## src/rtl/moore_pattern_serializer_pkg.sv

```systemverilog
// Shared encodings for the pattern serializer and the detector benches.
// State values and idle line level live here so both sides agree.
package moore_pattern_serializer_pkg;

  localparam logic [1:0] ST_IDLE  = 2'd0;
  localparam logic [1:0] ST_SHIFT = 2'd1;
  localparam logic [1:0] ST_GAP   = 2'd2;

  localparam logic IDLE_LEVEL = 1'b0;

  typedef enum logic [1:0] {
    IDLE  = ST_IDLE,
    SHIFT = ST_SHIFT,
    GAP   = ST_GAP
  } state_e;

endpackage

```

## src/rtl/moore_pattern_serializer_if.sv

```systemverilog
// Word handshake into the serializer.
// The source holds Valid until it sees Ready.
interface moore_pattern_serializer_if #(
  parameter int WIDTH = 4
);

  logic [WIDTH-1:0] Data;
  logic             Valid;
  logic             Ready;

  modport master (
    output Data,
    output Valid,
    input  Ready
  );

  modport slave (
    input  Data,
    input  Valid,
    output Ready
  );

endinterface

```

## src/rtl/moore_pattern_serializer_piso_shift_reg.sv

```systemverilog
// Parallel-in / serial-out register, MSB first.
// Idle level fills from the LSB so the line drains to idle.
module piso_shift_reg
  import moore_pattern_serializer_pkg::*;
#(
  parameter int WIDTH = 4
) (
  input  logic             clk_i,
  input  logic             clr_ni,
  input  logic             load_i,
  input  logic             shift_i,
  input  logic [WIDTH-1:0] data_i,
  output logic             ser_o
);

  logic [WIDTH-1:0] sr_q;
  logic [WIDTH-1:0] sr_d;

  // Load has priority over shift.
  always_comb begin
    sr_d = sr_q;
    if (load_i) begin
      sr_d = data_i;
    end else if (shift_i) begin
      sr_d = {sr_q[WIDTH-2:0], IDLE_LEVEL};
    end
  end

  // Register with synchronous clear.
  always_ff @(posedge clk_i) begin
    if (!clr_ni) begin
      sr_q <= '0;
    end else begin
      sr_q <= sr_d;
    end
  end

  assign ser_o = sr_q[WIDTH-1];

endmodule

```

## src/rtl/moore_pattern_serializer.sv

```systemverilog
// Serializes WIDTH-bit words MSB first with an idle gap.
// Every output comes straight from a flop.
module moore_pattern_serializer
  import moore_pattern_serializer_pkg::*;
#(
  parameter int WIDTH      = 4,
  parameter int GAP_CYCLES = 1
) (
  input  logic Clk,
  input  logic Rst,
  moore_pattern_serializer_if.slave s,
  output logic Output,
  output logic Busy,
  output logic Done
);

  localparam int CW = $clog2(WIDTH);
  localparam int GW =
    (GAP_CYCLES > 0) ? $clog2(GAP_CYCLES + 1) : 1;

  localparam logic [CW-1:0] CNT_LAST = CW'(WIDTH - 1);
  localparam logic [GW-1:0] GAP_LAST =
    GW'((GAP_CYCLES > 0) ? (GAP_CYCLES - 1) : 0);

  state_e        state_q, state_d;
  logic [CW-1:0] cnt_q, cnt_d;
  logic [GW-1:0] gcnt_q, gcnt_d;
  logic          ready_q, ready_d;
  logic          busy_q, busy_d;
  logic          done_q, done_d;
  logic          accept;
  logic          load;
  logic          shift;

  assign accept = s.Valid & ready_q;

  // Next state, counters and registered output values.
  always_comb begin
    state_d = state_q;
    cnt_d   = cnt_q;
    gcnt_d  = gcnt_q;
    load    = 1'b0;
    shift   = 1'b0;
    unique case (state_q)
      IDLE: begin
        if (accept) begin
          state_d = SHIFT;
          cnt_d   = CNT_LAST;
          load    = 1'b1;
        end
      end
      SHIFT: begin
        shift = 1'b1;
        if (cnt_q == '0) begin
          state_d = (GAP_CYCLES > 0) ? GAP : IDLE;
          gcnt_d  = GAP_LAST;
        end else begin
          cnt_d = cnt_q - 1'b1;
        end
      end
      GAP: begin
        if (gcnt_q == '0) begin
          state_d = IDLE;
        end else begin
          gcnt_d = gcnt_q - 1'b1;
        end
      end
      default: state_d = IDLE;
    endcase
    ready_d = (state_d == IDLE);
    busy_d  = (state_d != IDLE);
    done_d  = (state_q == SHIFT) && (cnt_q == '0);
  end

  // State, counters and output flops.
  always_ff @(posedge Clk) begin
    if (!Rst) begin
      state_q <= IDLE;
      cnt_q   <= '0;
      gcnt_q  <= '0;
      ready_q <= 1'b1;
      busy_q  <= 1'b0;
      done_q  <= 1'b0;
    end else begin
      state_q <= state_d;
      cnt_q   <= cnt_d;
      gcnt_q  <= gcnt_d;
      ready_q <= ready_d;
      busy_q  <= busy_d;
      done_q  <= done_d;
    end
  end

  piso_shift_reg #(
    .WIDTH(WIDTH)
  ) u_piso (
    .clk_i  (Clk),
    .clr_ni (Rst),
    .load_i (load),
    .shift_i(shift),
    .data_i (s.Data),
    .ser_o  (Output)
  );

  assign s.Ready = ready_q;
  assign Busy    = busy_q;
  assign Done    = done_q;

endmodule

```

## src/flat_wrapper.sv

```systemverilog
// flat-port wrapper written by rule: the top's interface ports become plain ports
module moore_pattern_serializer_flat import moore_pattern_serializer_pkg::*;
#(
  parameter int WIDTH      = 4,
  parameter int GAP_CYCLES = 1
)
  (Clk, Rst, Output, Busy, Done, s_Data, s_Valid, s_Ready);
  moore_pattern_serializer_if #(.WIDTH(WIDTH)) s_i ();
  input  logic Clk;
  input  logic Rst;
  output logic Output;
  output logic Busy;
  output logic Done;
  input wire logic [$bits(s_i.Data)-1:0] s_Data;
  input wire logic [$bits(s_i.Valid)-1:0] s_Valid;
  output wire logic [$bits(s_i.Ready)-1:0] s_Ready;
  assign s_i.Data = s_Data;
  assign s_i.Valid = s_Valid;
  assign s_Ready = s_i.Ready;
  moore_pattern_serializer #(.WIDTH(WIDTH), .GAP_CYCLES(GAP_CYCLES)) u_core (.Clk(Clk), .Rst(Rst), .s(s_i), .Output(Output), .Busy(Busy), .Done(Done));
endmodule
```

## config.mk

```make
export PLATFORM = sky130hd
export DESIGN_NAME = moore_pattern_serializer_flat
export DESIGN_NICKNAME = d
export VERILOG_FILES = /design/src/rtl/moore_pattern_serializer_pkg.sv /design/src/rtl/moore_pattern_serializer_if.sv /design/src/rtl/moore_pattern_serializer_piso_shift_reg.sv /design/src/rtl/moore_pattern_serializer.sv /design/src/flat_wrapper.sv
export SDC_FILE = /design/constraint.sdc
export NUM_CORES = 1
export LEC_CHECK = 0
export BUFFER_PORTS_ARGS = -buffer_cell sky130_fd_sc_hd__clkbuf_2
export CORE_AREA = 10 10 47 49
export CTS_CLUSTER_SIZE = 40
export DETAILED_ROUTE_END_ITERATION = 16
export DIE_AREA = 0 0 57 59
export GPL_TIMING_DRIVEN = 0
export PLACE_DENSITY_LB_ADDON = 0.3
export SLEW_MARGIN = 25
export SYNTH_ARGS = -nofsm -noshare
export SYNTH_HDL_FRONTEND = slang
export SYNTH_SLANG_ARGS = --single-unit
```

## constraint.sdc

```tcl
create_clock -name Clk -period 1.4 [get_ports Clk]
set_input_delay 0.07 -clock Clk [delete_from_list [all_inputs] [get_ports Clk]]
set_output_delay 0.07 -clock Clk [all_outputs]
set_load 0.1 [all_outputs]
```

==> results.yml, run 1 <==
route:
  drt_wl_total_um: 889
  firstDrtPassIters: 4
  viasPerCell: 5.07
  drt_iter0_drc: 3
  drcViolationCount: 0
  detail-route-antenna-nets: 0
  wl_per_cell_um: 12.3
  num_vias: 365
placed_design:
  io_buffer_count: 10
  gp_congestion: 0.677
  hpwlAfterDp_um: 654
  dpl.cell_count: 67
setup_path:
  critical_path_peak_fanout: 4
  path_class: "reg2reg"
  critPathMaxStageDelay_ns: 0.34
  crit_chain: "inv_1, ha_1, nor3b_4, nor2_2, a221oi_2"
  crit_required_ns: 1.59
  worstPathArrival_ns: 1.47
  cpMaxStageDelayCell: "dfxtp_2"
  worstSetupEndpointType: "register"
  cp.buffers_inverters: 1
  cp_top_family: "simple AND/OR/NAND/NOR gates"
  rrSetupSlack_ns: 0.12
  start_kind: "register"
timing:
  slew_violations: 0
  setup_violations: 0
  fin_tns_setup_ns: 0
  min_period_ns: 1.28
  max_freq_mhz: 780
  worstMarginPinSlew_ns: 0.543
  finalHoldViolCount: 0
  finalCritPeriodShare_pct: 91.6
  slew_headroom_pct: 64.0
  skew_ns: 0.00238
cts:
  cts_tree: "yes"
  hold_buffers: 0
  clock_sinks: 11
  clk_path_buf_depth: 2
  htree_levels: 1
  clkTransAtPathRegs_ns: 0.07
  numCtsBuffers: 3
  worstSkewPairLatency_ns: 0.27
  clockRootBuffer: "clkbuf_4"
worst_hold_path:
  min_path_type: "in2reg"
floorplan:
  dieWidth_um: 57
  die-area_um2: 3360
  die_h_um: 59
  rows: 14
  core_um2: 1400
  io_pins: 11
  floorplan.initialDensity_pct: 30.9
synthesis:
  ys_seq_elements: 11
  synth_fp_nets: 49
  synth-xor-area-share_pct: 0
  synth_simple_gate_area_share_pct: 25.4
  synthesis.area_um2: 433
  synth-compound-area-share_pct: 17.3
  ys.warnings.count: 0
  syn_area_per_cell_um2: 10.6
  synth_cells: 41
  muxShareOfSynthArea_pct: 0
  yosysSeqAreaShare_pct: 50.9
  synth.distinct_cells: 18
  synth_top_family_by_area: "simple AND/OR/NAND/NOR gates"
  synthAdderAreaFrac_pct: 2.89
global_routing:
  grt_usage_pct: 6.55
  grt_pass1_vias: 387
  grt_pass1_wl_um: 1670
  grt_max_degree: 9
  antenna_found_initial: 0
  grt.overflow.total: 0
final_layout:
  n_antenna_cell: 0
  postLayoutCoreUtil_pct: 38.5
  layout-drive-gt1-share_pct: 37.5
  final_common_cell: "clkbuf_2"
  fin_nets: 65
  fillers: 155
  final_cell_mix: "clkbuf_2, dfxtp_1, a21oi_1, inv_1, nand3_1"
  final_cells: 72
  area_delta_synth_final_pct: 24.6
status:
  outcome: "completed"
run:
  maxCapViolations: 0
power:
  ir_drop_v: 0.000897
  power_density_nw_per_um2: 1510
  p_leak_uw: 0.000229
-- routing by layer --
metal	wire length (µm)	part of all wire, %	track usage (%)
met1	403	45	6.00
met2	418	47	10.9
met3	57	6.4	4.72
met4	10	1.1	3.02
met5	0	0	0
-- synth_stat cells (all sizes together) --
cell type / n / share of area, %
a211oi: 1 / 2.9
a21oi: 5 / 5.8
a221oi: 1 / 3.5
a22oi: 3 / 5.2
and3: 2 / 2.9
and4bb: 1 / 3.8
dfxtp: 11 / 51
ha: 1 / 2.9
inv: 4 / 3.5
nand2: 1 / 0.87
nand2b: 1 / 1.4
nand3: 4 / 4.6
nand4bb: 1 / 2.6
nor2: 2 / 2.3
nor2b: 1 / 1.4
nor3: 1 / 1.2
nor3b: 1 / 4.3
-- metrics by stage --
| stage | cell area (µm²) | power (µW) | hold WS (ns) | setup WS [ns] |
|---|---|---|---|---|
| final | 539 | 812 | 0.0180 | 0.118 |
| after global routing | 539 | 872 | 0.0178 | -0.000644 |
| after CTS | 531 | 818 | 0.0138 | 0.0737 |
| after detailed placement | 504 | 601 | 0.310 | 0.0930 |
| after global placement | 504 | 597 | 0.295 | 0.110 |
| after floorplan | 434 | 559 | 0.206 | 0.0788 |
-- logic make-up after synthesis --
logic type                 count (synthesis)
and+or+nand+nor                           15
DFF                                       11
AOI/OAI and AO/OA                         10
buffers and inverters                      4
adders and majority gates                  1
-- final timing paths --
kind,start,to,cells after the start
setup / recovery,u_core.cnt_q[0],u_core.cnt_q[1],5
hold / removal,s_Data[0],u_core.u_piso.sr_q[0],3
setup reg to reg,u_core.cnt_q[0],u_core.cnt_q[1],5
hold reg to reg,u_core.cnt_q[0],u_core.cnt_q[0],1
-- worst reg2reg max path, delay by kind of cell, from the launching register on --
kind | cells | cell delay, ns
and+or+nand+nor | 2 | 0.37
DFF | 1 | 0.34
adders and majority gates | 1 | 0.23
buffers and inverters | 1 | 0.04
AOI/OAI and AO/OA | 1 | 0.21
-- registers in the layout, summed over array words and instances (netlist names) --
register,flops
u_core.Done,1
u_core.state_q,2
u_core.Busy,1
u_core.s.Ready,1
u_core.cnt_q,2
u_core.u_piso.sr_q,4
-- final cells by class --
type	instances	area [µm²]	area share, %
flip-flops and latches	11	223	41.3
inverters	4	15.0	2.78
well taps	16	20.0	3.71
clock buffers	4	26.3	4.87
multi-input cells	26	198	36.7
repair buffers	11	57.6	10.7
-- report_power, final --
group / internal, µW / switching (µW) / leakage (µW)
Combinational: 69.7 / 159 / 0.000123
Sequential: 349 / 19.9 / 0.0000906
Clock: 110 / 104 / 0.0000150
-- what timing repair did --
action,CTS,global route
resized for setup,0,1
buffers inserted,0,1
setup endpoints to repair,0,2
(Power assumes the default switching activity.)
==> inputs of run 2 (changes only) <==
--- a/config.mk
+++ b/config.mk
@@ -5,12 +5,13 @@
 export SDC_FILE = /design/constraint.sdc
 export NUM_CORES = 1
 export LEC_CHECK = 0
+export ABC_AREA = 1
 export BUFFER_PORTS_ARGS = -buffer_cell sky130_fd_sc_hd__clkbuf_2
 export CORE_AREA = 10 10 47 49
 export CTS_CLUSTER_SIZE = 40
 export DETAILED_ROUTE_END_ITERATION = 16
 export DIE_AREA = 0 0 57 59
-export GPL_TIMING_DRIVEN = 0
+export GPL_TIMING_DRIVEN = 1
 export PLACE_DENSITY_LB_ADDON = 0.3
 export SLEW_MARGIN = 25
 export SYNTH_ARGS = -nofsm -noshare
==> results.yml, run 2 <==
status:
  outcome: "completed"
worst_hold_path:
  min_from: "Rst"
  min_path_type: "in2reg"
timing:
  fin_tns_setup_ns: 0
  finalHoldViolCount: 0
  worstMarginPinSlew_ns: 0.542
  max_freq_mhz: 896
  slew_violations: 0
  skew_ns: 0.000486
  slew_headroom_pct: 64.0
  setup_violations: 0
  min_period_ns: 1.12
  rsz0062_at_grt: "false"
  finalCritPeriodShare_pct: 79.7
power:
  ir_drop_v: 0.000573
  p_leak_uw: 0.000265
  power_density_nw_per_um2: 1530
route:
  wl_per_cell_um: 10.2
  drt_wl_total_um: 908
  num_vias: 400
  firstDrtPassIters: 4
  drcViolationCount: 0
  detail-route-antenna-nets: 0
  viasPerCell: 4.49
  drt_iter0_drc: 6
global_routing:
  grt.overflow.total: 0
  grt_use_met1_pct: 6.44
  grt_pass1_vias: 389
  grt_pass1_wl_um: 1590
  grt_busiest_layer: "met2"
  use_met2_pct: 9.15
  grt_usage_pct: 5.97
  antenna_found_initial: 0
  grtUsageMet3_pct: 2.79
  grt_max_degree: 8
floorplan:
  dieWidth_um: 57
  die_h_um: 59
  rows: 14
  core_um2: 1400
  die-area_um2: 3360
  io_pins: 11
  floorplan.initialDensity_pct: 32.6
setup_path:
  cp.buffers_inverters: 1
  rrSetupSlack_ns: 0.29
  cp-startpoint: "u_core.u_piso.sr_q[3]"
  critical_path_peak_fanout: 2
  cp_top_family: "buffers and inverters"
  worstPathArrival_ns: 1.05
  start_kind: "register"
  worstSetupEndpointType: "output port"
  crit_required_ns: 1.33
  critPathMaxStageDelay_ns: 0.45
  cpMaxStageDelayCell: "clkbuf_2"
  path_class: "reg2out"
  r2r-start: "u_core.cnt_q[0]"
  crit_chain: "clkbuf_2"
synthesis:
  ys_top_cells_by_count: "dfxtp_1, inv_1, nand2_1, nand3_1, a21oi_1"
  yosys.area.top_type_share_pct: 48.2
  synth_cells: 59
  synth_area_leaders: "dfxtp_1, nand3_1, inv_1"
  async_flop_share_pct: 0
  synth_flop_cell: "dfxtp_1"
  yosysSeqAreaShare_pct: 48.2
  ys_seq_elements: 11
  syn_area_per_cell_um2: 7.74
  yosysMostFrequentCell: "dfxtp_1"
  synth.distinct_cells: 14
  synth_fp_nets: 67
  synthesis.area_um2: 457
  ys.warnings.count: 0
  synth_edf_count: 0
  synth_top_area_cell: "dfxtp_1"
cts:
  htree_levels: 1
  post_cts_buffers: 0
  clkTransAtPathRegs_ns: 0.07
  clock_sinks: 11
  numCtsBuffers: 3
  cts_resized: 0
  clockRootBuffer: "clkbuf_4"
  worstSkewPairLatency_ns: 0.26
  clk_path_buf_depth: 2
  cts_tree: "yes"
  hold_buffers: 0
run:
  maxCapViolations: 0
final_layout:
  design_area_um2: 554
  regMostFlops: "u_core.u_piso.sr_q"
  layout-drive-gt1-share_pct: 26.0
  area_delta_synth_final_pct: 21.4
  postLayoutCoreUtil_pct: 39.6
  largestRegisters: "u_core.u_piso.sr_q (4), u_core.cnt_q (2), u_core.state_q (2)"
  final_cell_mix: "clkbuf_2, dfxtp_1, inv_1, nand2_1, nand3_1"
  fin_nets: 82
  largest_reg_flops: 4
  n_antenna_cell: 0
  final_cells: 89
placed_design:
  io_buffer_count: 10
  gp_congestion: 0.732
  hpwlAfterDp_um: 742
  place_area_um2: 528
  dpl.cell_count: 85
[run 2: cell count changes in the layout (fill, tap and decap cells not counted), sizes merged, moves of 3 or more]
cell   previous run  this run
nor2              2         5
nand3             4         9
inv               4        10
a22oi             3         0
nand2             1        11
[run 2: report_power, final]
group          internal, µW  switching, µW
combinational          67.2            191
clock                   110            101
sequential              355           24.9
total                   532            317
[run 2: cell type report]
class	instances	area, µm²
fillers	159	847
flip-flops and latches	11	221
multi-input cells	38	199
repair buffers	10	50.0
inverters	10	37.5
clock buffers	4	26.3
well taps	16	20.0
[run 2: per-layer routing]
| layer | wire length [µm] | vias up |
|---|---|---|
| met1 | 406 | 172 |
| met3 | 48 | 4 |
| met5 | 0 | - |
| met4 | 17 | 0 |
| met2 | 437 | 6 |
| li1 | - | 218 |
[run 2: cell families after synthesis]
logic type	count (synthesis)	share of synthesized area [%]
AO/OA/AOI/OAI	8	9.59
buffers and inverters	10	8.22
AND/OR/NAND/NOR	29	31.2
adder cells (fa/ha/maj)	1	2.74
flip-flops	11	48.2
[run 2: stage by stage]
stage | setup slack (ns) | power (µW) | hold slack [ns]
finish | 0.284 | 849 | 0.0328
global route | 0.194 | 911 | 0.0500
CTS | 0.268 | 863 | 0.0284
detailed placement | 0.296 | 648 | 0.307
global placement | 0.316 | 646 | 0.303
floorplan | 0.0708 | 597 | 0.158
[run 2: final timing paths]
| path | to | depth (start not counted) |
|---|---|---|
| max | Output | 1 |
| min | u_core.s.Ready | 2 |
| max reg2reg | u_core.cnt_q[1] | 6 |
| min reg2reg | u_core.cnt_q[1] | 2 |
